`config.mk`:
```
export PLATFORM = sky130hd
export DESIGN_NAME = calc_arbiter
export DESIGN_NICKNAME = d
export VERILOG_FILES = /design/src/rtl/calc_pkg.sv /design/src/rtl/calc_rr_pick.sv /design/src/rtl/calc_arbiter.sv
export SDC_FILE = /design/constraint.sdc
export NUM_CORES = 1
export LEC_CHECK = 0
export BUFFER_PORTS_ARGS = -buffer_cell sky130_fd_sc_hd__buf_2
export CAP_MARGIN = 25
export CORE_ASPECT_RATIO = 1.4
export CORE_MARGIN = 10
export CORE_UTILIZATION = 44
export DETAILED_ROUTE_END_ITERATION = 16
export PLACE_DENSITY = 0.81
export SYNTH_ARGS = -nofsm -noshare
export SYNTH_HDL_FRONTEND = slang
export SYNTH_SLANG_ARGS = --single-unit
```
`constraint.sdc`:
```
create_clock -name clk -period 2 [get_ports clk]
set_clock_uncertainty 0.1 [all_clocks]
set_input_delay 0 -clock clk [delete_from_list [all_inputs] [get_ports clk]]
set_output_delay 0 -clock clk [all_outputs]
set_load 0.02 [all_outputs]
```
`src/rtl/calc_pkg.sv`:
```
// Shared definitions for the calculator front end: opcodes, arbiter
// state encoding and the requester identifier.
package calc_pkg;

    localparam logic [2:0] OP_ADD     = 3'b000;
    localparam logic [2:0] OP_SUB     = 3'b001;
    localparam logic [2:0] OP_MUL     = 3'b010;
    localparam logic [2:0] OP_DIV     = 3'b011;
    localparam logic [2:0] OP_INC     = 3'b100;
    localparam logic [2:0] OP_DEC     = 3'b101;
    localparam logic [2:0] OP_SQR     = 3'b110;
    localparam logic [2:0] OP_ILLEGAL = 3'b111;

    typedef enum logic [1:0] {
        ST_IDLE  = 2'd0,
        ST_ISSUE = 2'd1,
        ST_WAIT  = 2'd2,
        ST_RESP  = 2'd3
    } arb_state_t;

    typedef enum logic {
        PORT_A = 1'b0,
        PORT_B = 1'b1
    } port_t;

endpackage

```
`src/rtl/calc_rr_pick.sv`:
```
// Two-way round-robin picker: a lone requester always wins, a tie goes
// to the port that was not granted last.
module calc_rr_pick
    import calc_pkg::*;
(
    input  logic  req_a,
    input  logic  req_b,
    input  port_t last_grant,
    output logic  grant_valid,
    output port_t grant_sel
);

    // Pick the winner from the current requests and the previous grant.
    always_comb begin
        grant_valid = req_a | req_b;
        grant_sel   = PORT_A;
        if (req_a && req_b) begin
            grant_sel = (last_grant == PORT_A) ? PORT_B : PORT_A;
        end else if (req_b) begin
            grant_sel = PORT_B;
        end
    end

endmodule

```
`src/rtl/calc_arbiter.sv`:
```
// Two-port arbiter and sequencer in front of the calculator. Grants one
// requester, issues a single Go pulse with registered opcode/operands,
// waits for done, error or timeout and returns the outcome with a
// one-cycle acknowledge to the granted port.
module calc_arbiter
    import calc_pkg::*;
#(
    parameter int W       = 4,
    parameter int TIMEOUT = 64
) (
    input  logic         clk,
    input  logic         rst,
    input  logic         req_a,
    input  logic         req_b,
    input  logic [2:0]   f_a,
    input  logic [2:0]   f_b,
    input  logic [W-1:0] x_a,
    input  logic [W-1:0] y_a,
    input  logic [W-1:0] x_b,
    input  logic [W-1:0] y_b,
    output logic         ack_a,
    output logic         ack_b,
    output logic [W-1:0] res_h,
    output logic [W-1:0] res_l,
    output logic         err,
    output logic         tmo,
    output logic         calc_go,
    output logic [2:0]   calc_f,
    output logic [W-1:0] calc_x,
    output logic [W-1:0] calc_y,
    input  logic         calc_done,
    input  logic         calc_err,
    input  logic [W-1:0] calc_out_h,
    input  logic [W-1:0] calc_out_l,
    output logic         busy
);

    localparam int            CW       = (TIMEOUT > 2) ? $clog2(TIMEOUT) : 1;
    localparam logic [CW-1:0] CNT_LAST = CW'(TIMEOUT - 1);

    arb_state_t     state;
    arb_state_t     state_nxt;
    logic [CW-1:0]  cnt;
    port_t          last_grant;
    port_t          grant_q;
    port_t          grant_sel;
    logic           grant_valid;
    logic [2:0]     sel_f;
    logic [W-1:0]   sel_x;
    logic [W-1:0]   sel_y;
    logic [W-1:0]   res_h_q;
    logic [W-1:0]   res_l_q;
    logic           err_q;
    logic           tmo_q;
    logic           timeout_hit;

    calc_rr_pick u_pick (
        .req_a       (req_a),
        .req_b       (req_b),
        .last_grant  (last_grant),
        .grant_valid (grant_valid),
        .grant_sel   (grant_sel)
    );

    assign timeout_hit = (cnt == CNT_LAST);

    // Route the winning requester's opcode and operands toward the latches.
    always_comb begin
        sel_f = (grant_sel == PORT_B) ? f_b : f_a;
        sel_x = (grant_sel == PORT_B) ? x_b : x_a;
        sel_y = (grant_sel == PORT_B) ? y_b : y_a;
    end

    // State register; reset mid-operation abandons whatever was in flight.
    always_ff @(posedge clk or negedge rst) begin
        // NOTE: sequential state uses non-blocking assignments so every
        // register samples pre-edge values regardless of block order.
        if (!rst) state <= ST_IDLE;
        else      state <= state_nxt;
    end

    // Next-state decision; done beats error beats timeout in WAIT.
    always_comb begin
        // NOTE: default assignment first, so no path leaves state_nxt
        // unassigned and no latch is inferred.
        state_nxt = state;
        case (state)
            ST_IDLE: begin
                if (grant_valid) begin
                    state_nxt = (sel_f == OP_ILLEGAL) ? ST_RESP : ST_ISSUE;
                end
            end
            ST_ISSUE: state_nxt = ST_WAIT;
            ST_WAIT: begin
                if (calc_done || calc_err || timeout_hit) state_nxt = ST_RESP;
            end
            ST_RESP:  state_nxt = ST_IDLE;
            default:  state_nxt = ST_IDLE;
        endcase
    end

    // Grant bookkeeping, operand latches, wait counter and captured result.
    always_ff @(posedge clk or negedge rst) begin
        if (!rst) begin
            cnt        <= '0;
            last_grant <= PORT_B;
            grant_q    <= PORT_A;
            calc_f     <= 3'b000;
            calc_x     <= '0;
            calc_y     <= '0;
            res_h_q    <= '0;
            res_l_q    <= '0;
            err_q      <= 1'b0;
            tmo_q      <= 1'b0;
        end else begin
            case (state)
                ST_IDLE: begin
                    if (grant_valid) begin
                        grant_q <= grant_sel;
                        if (sel_f == OP_ILLEGAL) begin
                            // Rejected without touching the calculator.
                            res_h_q <= '0;
                            res_l_q <= '0;
                            err_q   <= 1'b1;
                            tmo_q   <= 1'b0;
                        end else begin
                            calc_f <= sel_f;
                            calc_x <= sel_x;
                            calc_y <= sel_y;
                            cnt    <= '0;
                        end
                    end
                end
                ST_WAIT: begin
                    cnt <= cnt + 1'b1;
                    if (calc_done) begin
                        res_h_q <= calc_out_h;
                        res_l_q <= calc_out_l;
                        err_q   <= 1'b0;
                        tmo_q   <= 1'b0;
                    end else if (calc_err) begin
                        res_h_q <= '0;
                        res_l_q <= '0;
                        err_q   <= 1'b1;
                        tmo_q   <= 1'b0;
                    end else if (timeout_hit) begin
                        res_h_q <= '0;
                        res_l_q <= '0;
                        err_q   <= 1'b1;
                        tmo_q   <= 1'b1;
                    end
                end
                ST_RESP: last_grant <= grant_q;
                default: ;
            endcase
        end
    end

    // Outputs decoded from state; result fields are only driven in RESP.
    always_comb begin
        calc_go = (state == ST_ISSUE);
        busy    = (state != ST_IDLE);
        ack_a   = (state == ST_RESP) && (grant_q == PORT_A);
        ack_b   = (state == ST_RESP) && (grant_q == PORT_B);
        res_h   = (state == ST_RESP) ? res_h_q : '0;
        res_l   = (state == ST_RESP) ? res_l_q : '0;
        err     = (state == ST_RESP) && err_q;
        tmo     = (state == ST_RESP) && tmo_q;
    end

endmodule
```
**Yosys cells after proc, flatten, opt, wreduce, memory -nomap -nowiden**

Cells that the tools add are included.

- Register bits after elaboration: 31
- Output and inout bits: 25
- Word-level logic and storage cells: 74
- Input port bits: 36

- Equal/unequal tests: 10
- Bitwise operators: 3
- Muxes and demuxes: 34
- Reductions and logical operators: 15
- Add/sub/neg operators: 1

Operator list:

| operator | count |
|---|---|
| 4-bit two-way mux | 10 |
| 4-bit case mux with 2 select lines | 2 |
| 1-bit two-way mux | 12 |
| 6-bit two-way mux | 2 |
| 6-bit case mux with 2 select lines | 1 |
| 2-bit != test (second input constant) | 4 |
| 2-bit case mux with 4 select lines | 1 |
| 6-bit by 1-bit adder with 6-bit output (second input constant) | 1 |
| 6-bit equality test (second input constant) | 1 |
| 2-bit two-way mux | 3 |
| 3-bit AND reduction | 2 |
| 1-bit logical AND | 5 |
| 2-bit equality test (second input constant) | 2 |
| 4-bit != test (second input constant) | 1 |
| 1-bit case mux with 2 select lines | 2 |
| 2-bit AND reduction | 2 |
| 4-bit AND reduction | 1 |
| 2-bit nonzero test | 2 |
| 3-bit equality test (second input constant) | 1 |
| 3-bit two-way mux | 1 |
| 2-bit by 1-bit equality test with 1-bit output (second input constant) | 1 |
| 2-bit logical NOT | 1 |
| 1-bit logical OR | 2 |
| 1-bit NOT | 2 |
| 1-bit OR | 1 |

**Longest topological paths before layout**

Gate-level depths: netlist of the first run.

- Word-level depth: 7
- Mapped depth: 7
- Depth with buffers taken out: 6

**By module**

From an unflattened synthesis of the first run, not the netlist that was laid out.

- Cells, all modules: 162
- Area total of the unflattened synthesis: 1661.6 µm²

By module, submodules not included:

| module | area each (µm²) | sequential area each (µm²) | cells each | instances |
|---|---|---|---|---|
| calc_arbiter | 1647.8 | 777.0 | 160 | 1 |
| calc_rr_pick | 13.8 | 0.0 | 2 | 1 |

**Worst setup path before layout of the first run**

No wires, ideal clock.

- Kind: reg2reg
- Start: register state[0]
- End: register cnt[2]
- Slack: 34 ps
- Arrival: 1740 ps
- Cell stages (with the launch flop): 8
- Library setup time: 126 ps
- Buffers on the path: 1
- Data required time: 1774 ps
- Period minus slack after synthesis: 1966 ps
- Cells stage by stage: dfrtp_1 -> inv_1 -> ha_1 -> buf_2 -> inv_1 -> nor2_1 -> a21oi_1 -> a221o_1

- Cells in the longest elaborated chain, start to end: 3
- Elaborated cells between the ends (all ways): 7
- Those cells by class: 3 x eq/ne; 1 x mux; 3 x reduce/logical

Ends and longest elaborated chain:

| item | line | source |
|---|---|---|
| start: declaration | calc_arbiter.sv:41 | `arb_state_t state;` |
| start signal: assignment | calc_arbiter.sv:79 | `else state <= state_nxt;` |
| 2-bit logical NOT / 2-bit equality test (equally long branches) | calc_arbiter.sv:116 | `case (state)` |
| 2-bit != test (no line) / 2-bit nonzero test (equally long branches) | - |  |
| 3-bit AND reduction (no line) | - |  |
| end signal: assignment | calc_arbiter.sv:135 | `cnt <= cnt + 1'b1;` |
| end: declaration | calc_arbiter.sv:43 | `logic [CW-1:0] cnt;` |

Parallel ways exist; a longest one is shown, timed or not.
A chain may end at the register's enable or synchronous reset.

**Worst setup path in the final report of the first run**

- Start: register last_grant
- End: register calc_x[2]

- Cells in the longest elaborated chain, start to end: 6
- Elaborated cells between the ends (all ways): 7
- Those cells by class: 1 x eq/ne; 4 x mux; 1 x bitwise; 1 x reduce/logical

Ends and longest elaborated chain:

| item | line | source |
|---|---|---|
| start: declaration | calc_arbiter.sv:44 | `port_t last_grant;` |
| start signal: assignment | calc_arbiter.sv:153 | `ST_RESP: last_grant <= grant_q;` |
| 1-bit two-way mux * | calc_rr_pick.sv:18 | `grant_sel = (last_grant == PORT_A) ? PORT_B : PORT_A;` |
| 1-bit two-way mux * | calc_rr_pick.sv:17 | `if (req_a && req_b) begin` |
| 3-bit two-way mux | calc_arbiter.sv:69 | `sel_f = (grant_sel == PORT_B) ? f_b : f_a;` |
| 3-bit equality test | calc_arbiter.sv:120 | `if (sel_f == OP_ILLEGAL) begin` |
| 1-bit NOT (no line) | - |  |
| 3-bit AND reduction (no line) | - |  |
| end signal: assignment | calc_arbiter.sv:128 | `calc_x <= sel_x;` |
| end: declaration | calc_arbiter.sv:29 | `output logic [W-1:0] calc_x,` |

Every way passes the cells marked *; elsewhere a longest branch is shown, timed or not.

==> summary.txt, run 1 <==
Clock network
  • Clock Pin Slew Worst Setup and Hold Paths: 0.06 ns
  • Clk_lat worst skew: 0.29 ns
  • Sink Count: 31
  • Root buffer cell: clkbuf_8
  • Max H-tree Level: 2
  • CTS max path bufs: 2
  • CTS buffer count: 5
  • Buffer count from post-CTS setup fixing: 0
  • TritonCTS clock tree: yes

Timing
  • Worst-Margin Slew: between 0.6 and 0.7 ns
  • Fin crit share: 95.0%
  • # setup viols final: 0
  • Crit path time final: 1.90 ns
  • WHS: 0.0572 ns
  • Fmax: 526 MHz
  • Rel. slew slack: 54.4%
  • Final Hold Fails: 0
  • Final Max Slew Viols: 0

Yosys
  • Synth Register Bits: 31
  • Synth top area cells: dfrtp_1 45%, mux2i_1 6.6%, o21ai_1 5.4%
  • Gate Count Post-Synth: 158
  • FFs w/ async S/R, synth: 100%
  • Synth area leader: dfrtp_1
  • Xor/xnor cell area share of the yosys netlist: 0%
  • Post-synthesis cell type count: 35
  • Yosys top cell area share: 45.0%
  • Yosys warning count: 0
  • Main combinational cell family by area after synthesis: compound AO/OA/AOI/OAI gates
  • Sequential share of the synthesized area: between 40% and 50%
  • Post-synthesis compound-gate area fraction: between 20% and 30%
  • Multiplexer share of the synthesized area: 9.46%
  • Mapped Avg Cell Area: 10.5 um2
  • Post-synth EDFFs: 0
  • Most used flip-flop cell after synthesis: dfrtp_1
  • Post-synth design cell area: 1670 um2
  • Simple-gate portion of the synthesized area: 14.6%
  • Synth Area in Adders: between 4 and 5%
  • Post-synth net total: 200

Global route
  • Vias in the first global route: around 1700
  • Largest net degree at the start of global routing: 32
  • GR Util All Layers: 14.8%
  • Initial antenna violation count: 0
  • Gr ovfl total: 0
  • First-pass GRT wire length: a little over 8000 um

Pwr
  • Worst IR Drop VDD: 0.934 mV
  • Combinational Power Share: about half
  • Sequential power share: 32.3%
  • Switching Fraction: 40.0%
  • Net Sw Power: 0.00135 W
  • Clk pwr share: roughly 18%
  • PwrDens: 1360 nW/um2
  • Pint: 0.00203 W
  • Cell leakage power: 1.23 nW

Worst hold path
  • Worst Hold Class: input pin to flip-flop
  • Hold Path Depth: 3
  • Hold Startpoint: calc_err
  • Hold path endpoint: tmo_q$_DFFE_PN0P_

Critical path
  • Worst EP arrival: 1.96 ns
  • R2r setup slk: 0.10 ns
  • CP Class: flip-flop to flip-flop
  • Critical Path Source: last_grant$_DFFE_PN1N_
  • Reg2Reg Depth: 5
  • CP max FO: 12
  • R2R Path Start: last_grant$_DFFE_PN1N_
  • Reg2Reg Capture Point: calc_x[2]$_DFFE_PN0P_
  • Critical path endpoint category: flip-flop
  • Crit start category: flip-flop
  • Req. time, crit path: 2.06 ns

Final layout
  • Share of cells above drive strength 1: 32.7%
  • FILL cells: 276
  • Layout Nets: 298
  • Fin area: between 2000 and 2500 um2
  • Antenna Cells: 0
  • Area grow syn2layout: 49.1%

Floorplanning
  • Die area: 6680 um2
  • Core area: roughly 3600 um2
  • Row count: 26
  • Die Ht: 92.8 um
  • Starting density of the core: 45.7%
  • Die Wd: ~70 um
  • I/O Pins: 61

Route
  • DRT Wirelength: 4830 um
  • Router iterations before antenna repair: 4
  • DRT iter0 DRCs: 92
  • Antenna viol nets, final: 0
  • # DRC: 0
  • Wire per inst: about 16 um
  • Vias: 1583
  • Vias/cell: 5.29

Run status
  • Status: finished clean

Placement
  • Gpl congestion: 0.809
  • DP Area: 2040 um2
  • Port buffer count: 60
  • DP Wirelength: 3290 um

Run
  • Max cap viols: 0
-- per-stage QoR --
| step | util (%) | setup slack, ns | power [W] | instances | TNS, ns |
|---|---|---|---|---|---|
| after global routing | 68.2 | -0.00285 | 0.00364 | 299 | -0.00355 |
| after CTS | 67.4 | 0.0556 | 0.00335 | 299 | 0 |
| after global placement | 55.9 | 0.146 | 0.00263 | 260 | 0 |
| after floorplan | - | 0.0342 | 0.00217 | 158 | 0 |
| final | 68.2 | 0.100 | 0.00339 | 299 | 0 |
| after detailed placement | 55.9 | 0.0860 | 0.00268 | 260 | 0 |
-- synth_stat cells, drive strengths merged (3+ instances only) --
master	instances
dfrtp	30
o21ai	21
mux2i	12
and2	11
a22o	10
nor2	8
a21oi	7
nand2	7
ha	6
nand3	5
inv	4
a2bb2oi	3
buf	3
clkbuf	3
mux2	3
nor2b	3
nor3b	3
-- final cells by class --
type / count / area (um2) / share of cell area (%)
timing repair buffer: 97 / 659 / 26.5
multi-input combinational: 117 / 875 / 35.2
tap: 42 / 52.6 / 2.11
inverter: 4 / 15.0 / 0.604
sequential: 31 / 777 / 31.3
clock inverter: 1 / 30.0 / 1.21
clock buffer: 7 / 76.3 / 3.07
-- kinds of logic after synthesis --
logic type | count (synthesis)
AO/OA/AOI/OAI | 52
multiplexers | 15
adder cells (fa/ha/maj) | 6
buffers and inverters | 10
flip-flops | 31
AND/OR/NAND/NOR | 44
-- metal layers --
| layer | part of all wire [%] | track usage, % |
|---|---|---|
| met1 | 41 | 16.1 |
| met2 | 49 | 25.0 |
| met3 | 8.7 | 6.09 |
| met4 | 1.4 | 5.34 |
| met5 | 0 | 0 |
-- sequential cells by signal (all words and copies together), names as in the netlist --
name,cells
grant_q,1
calc_x,4
last_grant,1
res_l_q,4
calc_f,3
tmo_q,1
state,2
calc_y,4
cnt,6
res_h_q,4
err_q,1
-- worst max-delay path, stage by stage (launching register included) --
cell and delay, ns:
dfstp_2 0.38, a21boi_4 0.20, buf_6 0.21, mux2i_1 0.22, dlygate4sd3_1 0.59, o21ai_1 0.06
-- power groups by stage --
stage | Combinational [W] | Clock [W] | Sequential [W]
after detailed placement | 0.00158 | 0 | 0.00110
after global placement | 0.00153 | 0 | 0.00110
after global routing | 0.00188 | 0.000633 | 0.00113
final | 0.00170 | 0.000597 | 0.00109
after floorplan | 0.000974 | 0 | 0.00120
after CTS | 0.00165 | 0.000601 | 0.00109
-- cell usage in the layout, fill, tap and decap left out, drive strengths merged, types with 2 or more instances in the layout --
cell type / netlist / layout
a21oi: 7 / 7
dlygate4sd3: 0 / 31
a22o: 10 / 10
and2: 11 / 11
mux2: 3 / 3
buf: 3 / 66
clkbuf: 3 / 7
mux2i: 12 / 12
a2bb2oi: 3 / 3
nor2b: 3 / 3
o21ai: 21 / 21
a32o: 2 / 2
dfrtp: 30 / 30
nand3: 5 / 5
or3b: 2 / 2
ha: 6 / 6
and3: 2 / 2
nor2: 8 / 8
nand2: 7 / 7
a211o: 2 / 2
inv: 4 / 4
a221o: 2 / 2
nor3b: 3 / 3
-- what timing repair did --
action | 4_1_cts | 5_1_grt
setup endpoints to repair | 0 | 19
hold buffers | 31 | 0
endpoints found under the hold margin | 49 | 0
gates resized for setup | 0 | 6
-- worst max path at each step --
stage	end	slack, ns	depth (start not counted)
after floorplan	cnt[2]$_DFFE_PN0P_	0.03	7
after global placement	state[1]$_DFFE_PN0P_	0.15	5
after detailed placement	err_q$_DFFE_PN0P_	0.09	5
after CTS	res_l_q[3]$_DFFE_PN0P_	0.06	5
after global routing	res_h_q[1]$_DFFE_PN0P_	-0.003	6
final	calc_x[2]$_DFFE_PN0P_	0.10	5
Note: power is estimated with default switching activity, not from simulation.
==> inputs of run 2 (changes only) <==
Settings changed: ABC_AREA set to 1, CORE_UTILIZATION 44 to 45, PLACE_DENSITY 0.81 to 0.82.
==> summary.txt, run 2 <==
Yosys
  • Post-synth EDFFs: 0
  • Yosys warning count: 0
  • Synth Register Bits: 31
  • Most numerous cell in the Yosys netlist: nand2_1
  • Mapped Avg Cell Area: ~7.2 um2
  • Multiplexer share of the synthesized area: 0%
  • Synth top area cells: dfrtp_1 43%, nand2_1 25%, inv_1 5.1%
  • Sequential share of the synthesized area: 44.2%
  • Post-synthesis compound-gate area fraction: 2.14%
  • Gate Count Post-Synth: 244
  • Synth area leader: dfrtp_1
  • Xor/xnor cell area share of the yosys netlist: between 1.5 and 2%
  • Synth Area in Adders: 4.27%
  • Post-synthesis cell type count: 22
  • Commonest cells post-synth: 118 x nand2_1, 30 x dfrtp_1, 24 x inv_1, 16 x nor2_1, 13 x nand3_1
  • Most used flip-flop cell after synthesis: dfrtp_1
  • Simple-gate portion of the synthesized area: 39.3%
  • Main combinational cell family by area after synthesis: simple AND/OR/NAND/NOR gates
  • Post-synth net total: 286
  • FFs w/ async S/R, synth: 100%
  • Post-synth design cell area: 1760 um2
  • Yosys top cell area share: 42.7%

Global route
  • GR Util All Layers: between 10% and 20%
  • Gr ovfl total: 0
  • Vias in the first global route: 2008
  • Initial antenna violation count: 0
  • First-pass GRT wire length: 9270 um
  • Largest net degree at the start of global routing: 32

Floorplanning
  • Starting density of the core: roughly 47%
  • Die Ht: between 90 and 100 um
  • I/O Pins: between 60 and 70
  • Row count: 26
  • Core area: 3710 um2
  • Die area: ~6800 um2
  • Die Wd: approximately 73 um

Clock network
  • Buffer count from post-CTS setup fixing: 0
  • Clk_lat worst skew: 0.28 ns
  • CTS max path bufs: 2
  • Max H-tree Level: 2
  • Clock Pin Slew Worst Setup and Hold Paths: 0.07 ns
  • CTS buffer count: 5
  • Sink Count: 31
  • Root buffer cell: clkbuf_8
  • TritonCTS clock tree: yes

Run status
  • Status: finished clean

Pwr
  • Cell leakage power: 1.53 nW
  • PwrDens: 1240 nW/um2
  • Worst IR Drop VDD: approximately 0.91 mV

Critical path
  • Critical path endpoint category: flip-flop
  • Crit start category: flip-flop
  • Reg2Reg Depth: 8
  • R2r setup slk: 0.19 ns
  • Cell Chain, Critical Path: inv_1, ha_2, inv_1, nor3_2, o21ai_2, buf_4, nand4_1, nand2_1
  • Reg2Reg Capture Point: res_l_q[0]$_DFFE_PN0P_
  • Slowest-stage cell, CP: dfrtp_1
  • CP Class: flip-flop to flip-flop
  • Slowest cell delay on critical path: 0.40 ns
  • R2R Path Start: state[0]$_DFFE_PN0P_
  • CP dominant cell by count: inv_1
  • CP max FO: 10
  • Worst EP arrival: 1.88 ns
  • Req. time, crit path: approximately 2.1 ns

Route
  • Antenna viol nets, final: 0
  • DRT Wirelength: 5630 um
  • Vias/cell: 5.01
  • Wire per inst: 14.6 um
  • DRT iter0 DRCs: ~120
  • Vias: 1938
  • Router iterations before antenna repair: 4
  • # DRC: 0

Worst hold path
  • Hold Path Depth: 5
  • Hold Startpoint: f_b[2]
  • Worst Hold Class: input pin to flip-flop
  • Hold path endpoint: calc_f[2]$_DFFE_PN0P_

Final layout
  • Largest Register: cnt
  • Max reg flops: 6
  • FILL cells: 297
  • Share of cells above drive strength 1: between 20% and 30%
  • Area grow syn2layout: 44.5%
  • Fin area: 2540 um2
  • Commonest non-fill, non-tap cells in the layout: 118 x nand2_1, 60 x buf_2, 31 x dlygate4sd3_1
  • Commonest non-fill, non-tap cell in the layout: nand2_1
  • Layout Nets: 383

Timing
  • Fin crit share: 90.4%
  • Worst-Margin Slew: 0.697 ns
  • Fmax: 553 MHz
  • # setup viols final: 0
  • RSZ-0062 raised after global routing: no
  • Final Max Slew Viols: 0
  • Crit path time final: ~1.8 ns
  • Setup TNS Final: 0 ns
  • Final Hold Fails: 0
  • Rel. slew slack: 53.6%

Placement
  • DP Area: between 2000 and 2500 um2
  • DP Wirelength: 3520 um
  • Gpl congestion: 0.836
  • Port buffer count: 60

Run
  • Max cap viols: 0
run 2: report_power, final:
part / internal (W) / switching [W]
combinational: 0.000531 / 0.00103
clock: 0.000314 / 0.000229
sequential: 0.000890 / 0.000162
run 2: cell type report:
type                            instances  area [um2]  share of cell area, %
Antenna cell                            3        7.51                  0.296
Clock buffer                            8         100                   3.94
Inverter                               25        93.8                   3.70
Multi-Input combinational cell        181         852                   33.6
Sequential cell                        31         777                   30.6
Tap cell                               42        52.6                   2.07
Timing Repair Buffer                   97         656                   25.8
run 2: cells by family (layout without fill, tap and decap cells):
family | Yosys count | in the layout
buffers and inverters | 32 | 130
and+or+nand+nor | 164 | 164
xor gates and xnor gates | 4 | 4
adders and majority gates | 6 | 6
AOI/OAI and AO/OA | 7 | 7
DFF | 31 | 31
other | 0 | 3
run 2: worst max path at each step:
stage / slack, ns / cells after the start / endpoint / from
floorplan: 0.26 / 8 / err_q$_DFFE_PN0P_ / state[0]$_DFFE_PN0P_
global route: 0.02 / 9 / state[0]$_DFFE_PN0P_ / state[0]$_DFFE_PN0P_
global placement: 0.29 / 8 / res_l_q[0]$_DFFE_PN0P_ / state[0]$_DFFE_PN0P_
finish: 0.19 / 8 / res_l_q[0]$_DFFE_PN0P_ / state[0]$_DFFE_PN0P_
detailed placement: 0.20 / 8 / tmo_q$_DFFE_PN0P_ / state[0]$_DFFE_PN0P_
CTS: 0.16 / 8 / tmo_q$_DFFE_PN0P_ / state[0]$_DFFE_PN0P_
run 2: worst max-delay path: cells and delay by family (launching register included):
kind,cells,cell delay [ns]
adder cells (fa/ha/maj),1,0.25
flip-flops,1,0.40
AO/OA/AOI/OAI,1,0.12
AND/OR/NAND/NOR,3,0.37
buffers and inverters,3,0.45
run 2: metal layers:
layer / global-route usage (%) / share of wire [%] / wire, um
met1: 17.5 / 38 / 2160
met2: 29.1 / 53 / 2970
met3: 4.55 / 5.0 / 282
met4: 11.1 / 3.8 / 214
met5: 0 / 0 / 0
run 2: timing repair:
item / CTS / global route
resized for setup: 0 / 3
endpoints found under the setup margin: 0 / 11
hold buffers: 31 / 0
endpoints found under the hold margin: 50 / 0
run 2: through the flow:
step	total power, W	hold slack (ns)	setup WS [ns]	utilization (%)	std cells
after floorplan	0.00207	-0.396	0.262	-	244
after global placement	0.00248	-0.0183	0.291	56.8	345
after detailed placement	0.00252	-0.0126	0.198	56.8	345
after CTS	0.00312	0.000761	0.163	67.9	384
after global routing	0.00340	0.0287	0.0169	68.3	384
final	0.00316	0.00824	0.192	68.5	387
==> inputs of run 3 (changes only) <==
Settings changed: REMOVE_ABC_BUFFERS set to 1.
==> summary.txt, run 3 (same netlist as run 2, synthesis figures left out) <==
Final layout
  • Max reg flops: 6
  • Commonest non-fill, non-tap cells in the layout: 118 x nand2_1, 60 x buf_2, 31 x dlygate4sd3_1
  • Antenna Cells: 0
  • Area grow syn2layout: 43.9%
  • Share of cells above drive strength 1: 24.8%
  • Fin area: 2530 um2
  • FILL cells: 295
  • Core occupancy in the finished layout: about two thirds
  • Largest Register: cnt
  • Layout Nets: 384
  • Commonest non-fill, non-tap cell in the layout: nand2_1

Pwr
  • Pint: 0.00174 W
  • Clk pwr share: 17.5%
  • Worst IR Drop VDD: slightly above 0.9 mV
  • Switching Fraction: approximately 44%
  • Sequential power share: 33.4%
  • Cell leakage power: between 1.5 and 2 nW
  • Combinational Power Share: 49.1%
  • Net Sw Power: 0.00138 W
  • PwrDens: 1230 nW/um2

Route
  • Antenna viol nets, final: 0
  • Wire per inst: around 14 um
  • Router iterations before antenna repair: 4
  • # DRC: 0
  • Vias/cell: between 4 and 5
  • DRT Wirelength: 5200 um
  • Vias: 1856
  • DRT iter0 DRCs: approximately 130

Critical path
  • Crit start category: flip-flop
  • R2r setup slk: 0.15 ns
  • Critical path endpoint category: flip-flop
  • CP max FO: 7
  • CP Class: flip-flop to flip-flop
  • Reg2Reg Depth: 7
  • Worst EP arrival: 1.97 ns
  • Req. time, crit path: 2.12 ns

Timing
  • Final Hold Fails: 0
  • Fin crit share: 92.4%
  • Worst-Margin Slew: 0.682 ns
  • Rel. slew slack: 54.5%
  • # setup viols final: 0
  • Fmax: 541 MHz
  • Final Max Slew Viols: 0
  • Post-route setup slack: 0.152 ns
  • RSZ-0062 raised after global routing: no
  • Crit path time final: 1.85 ns
  • WHS: 0.00673 ns

Run status
  • Status: finished clean

Placement
  • Worst slack, placed: 0.212 ns
  • DP Area: 2110 um2
  • DP Wirelength: 3530 um
  • Port buffer count: 60
  • Gpl congestion: 0.842

Global route
  • Initial antenna violation count: 0
  • First-pass GRT wire length: 9000 um
  • GR Util All Layers: between 15 and 20%
  • Gr ovfl total: 0
  • Vias in the first global route: 2020
  • Largest net degree at the start of global routing: 32

Clock network
  • Max H-tree Level: 2
  • CTS max path bufs: 2
  • CTS buffer count: 5
  • Root buffer cell: clkbuf_8
  • Buffer count from post-CTS setup fixing: 0
  • Clock Pin Slew Worst Setup and Hold Paths: about 0.070 ns
  • Clk_lat worst skew: 0.28 ns
  • TritonCTS clock tree: yes
  • Sink Count: 31

Floorplanning
  • Starting density of the core: 47.4%
  • Core area: approximately 3700 um2
  • Row count: 26
  • I/O Pins: 61
  • Die Ht: 93.9 um
  • Die Wd: 72.8 um
  • Die area: 6840 um2

Run
  • Max cap viols: 0

Worst hold path
  • Worst Hold Class: input pin to flip-flop
  • Hold Path Depth: 5
run 3: cell types whose count changed in the layout (fill, tap and decap cells not counted), sizes merged:
cell      before  now
buf           66   67
clkbuf         8    7
clkinvlp       0    1
diode          3    0
run 3: final cells by class:
cell class	instances	area (um2)	share of cell area, %
Multi-Input combinational cell	181	838	33.2
Tap cell	42	52.6	2.08
Clock inverter	1	7.51	0.297
Inverter	25	93.8	3.71
Sequential cell	31	777	30.7
Timing Repair Buffer	98	663	26.2
Clock buffer	7	96.3	3.81
run 3: worst paths after layout:
kind,startpoint,end
worst min register to register,res_l_q[0]$_DFFE_PN0P_,res_l_q[0]$_DFFE_PN0P_
min in group asynchronous,rst,calc_f[2]$_DFFE_PN0P_
max in group asynchronous,rst,cnt[4]$_DFFE_PN0P_
worst min-delay path,f_b[2],calc_f[2]$_DFFE_PN0P_
worst max-delay path,state[0]$_DFFE_PN0P_,tmo_q$_DFFE_PN0P_
worst max register to register,state[0]$_DFFE_PN0P_,tmo_q$_DFFE_PN0P_
run 3: critical path, stage by stage, from the launching register on:
cell	delay [ns]
dfrtp_1	0.40
inv_1	0.12
ha_1	0.22
inv_2	0.09
nor3_2	0.13
dlygate4sd3_1	0.57
nand4_1	0.09
nand2_1	0.07
run 3: layer usage:
layer  vias up  track usage, %  routed length (um)
li1        947               -                   -
met1       819            15.1                1930
met2        74            27.7                2490
met3        16            9.10                 623
met4         0            8.10                 163
met5         -               0                   0
run 3: power by group through the flow:
stage | logic (W) | clock network (W) | registers [W]
6_report | 0.00153 | 0.000545 | 0.00104
5_1_grt | 0.00174 | 0.000581 | 0.00108
4_1_cts | 0.00153 | 0.000562 | 0.00104
3_5_place_dp | 0.00148 | 0 | 0.00105
3_3_place_gp | 0.00145 | 0 | 0.00104
2_1_floorplan | 0.000842 | 0 | 0.00115
run 3: per-stage QoR:
stage	TNS, ns	power [W]	cells
final	0	0.00312	385
after global routing	0	0.00340	385
after CTS	0	0.00314	385
after detailed placement	0	0.00253	346
after global placement	0	0.00249	346
after floorplan	-0.144	0.00199	237
run 3: timing repair:
| action | in CTS | in global routing |
|---|---|---|
| endpoints found under the setup margin | 0 | 1 |
| hold buffers | 31 | 0 |
| gates resized for setup | 0 | 1 |
| endpoints found under the hold margin | 50 | 0 |
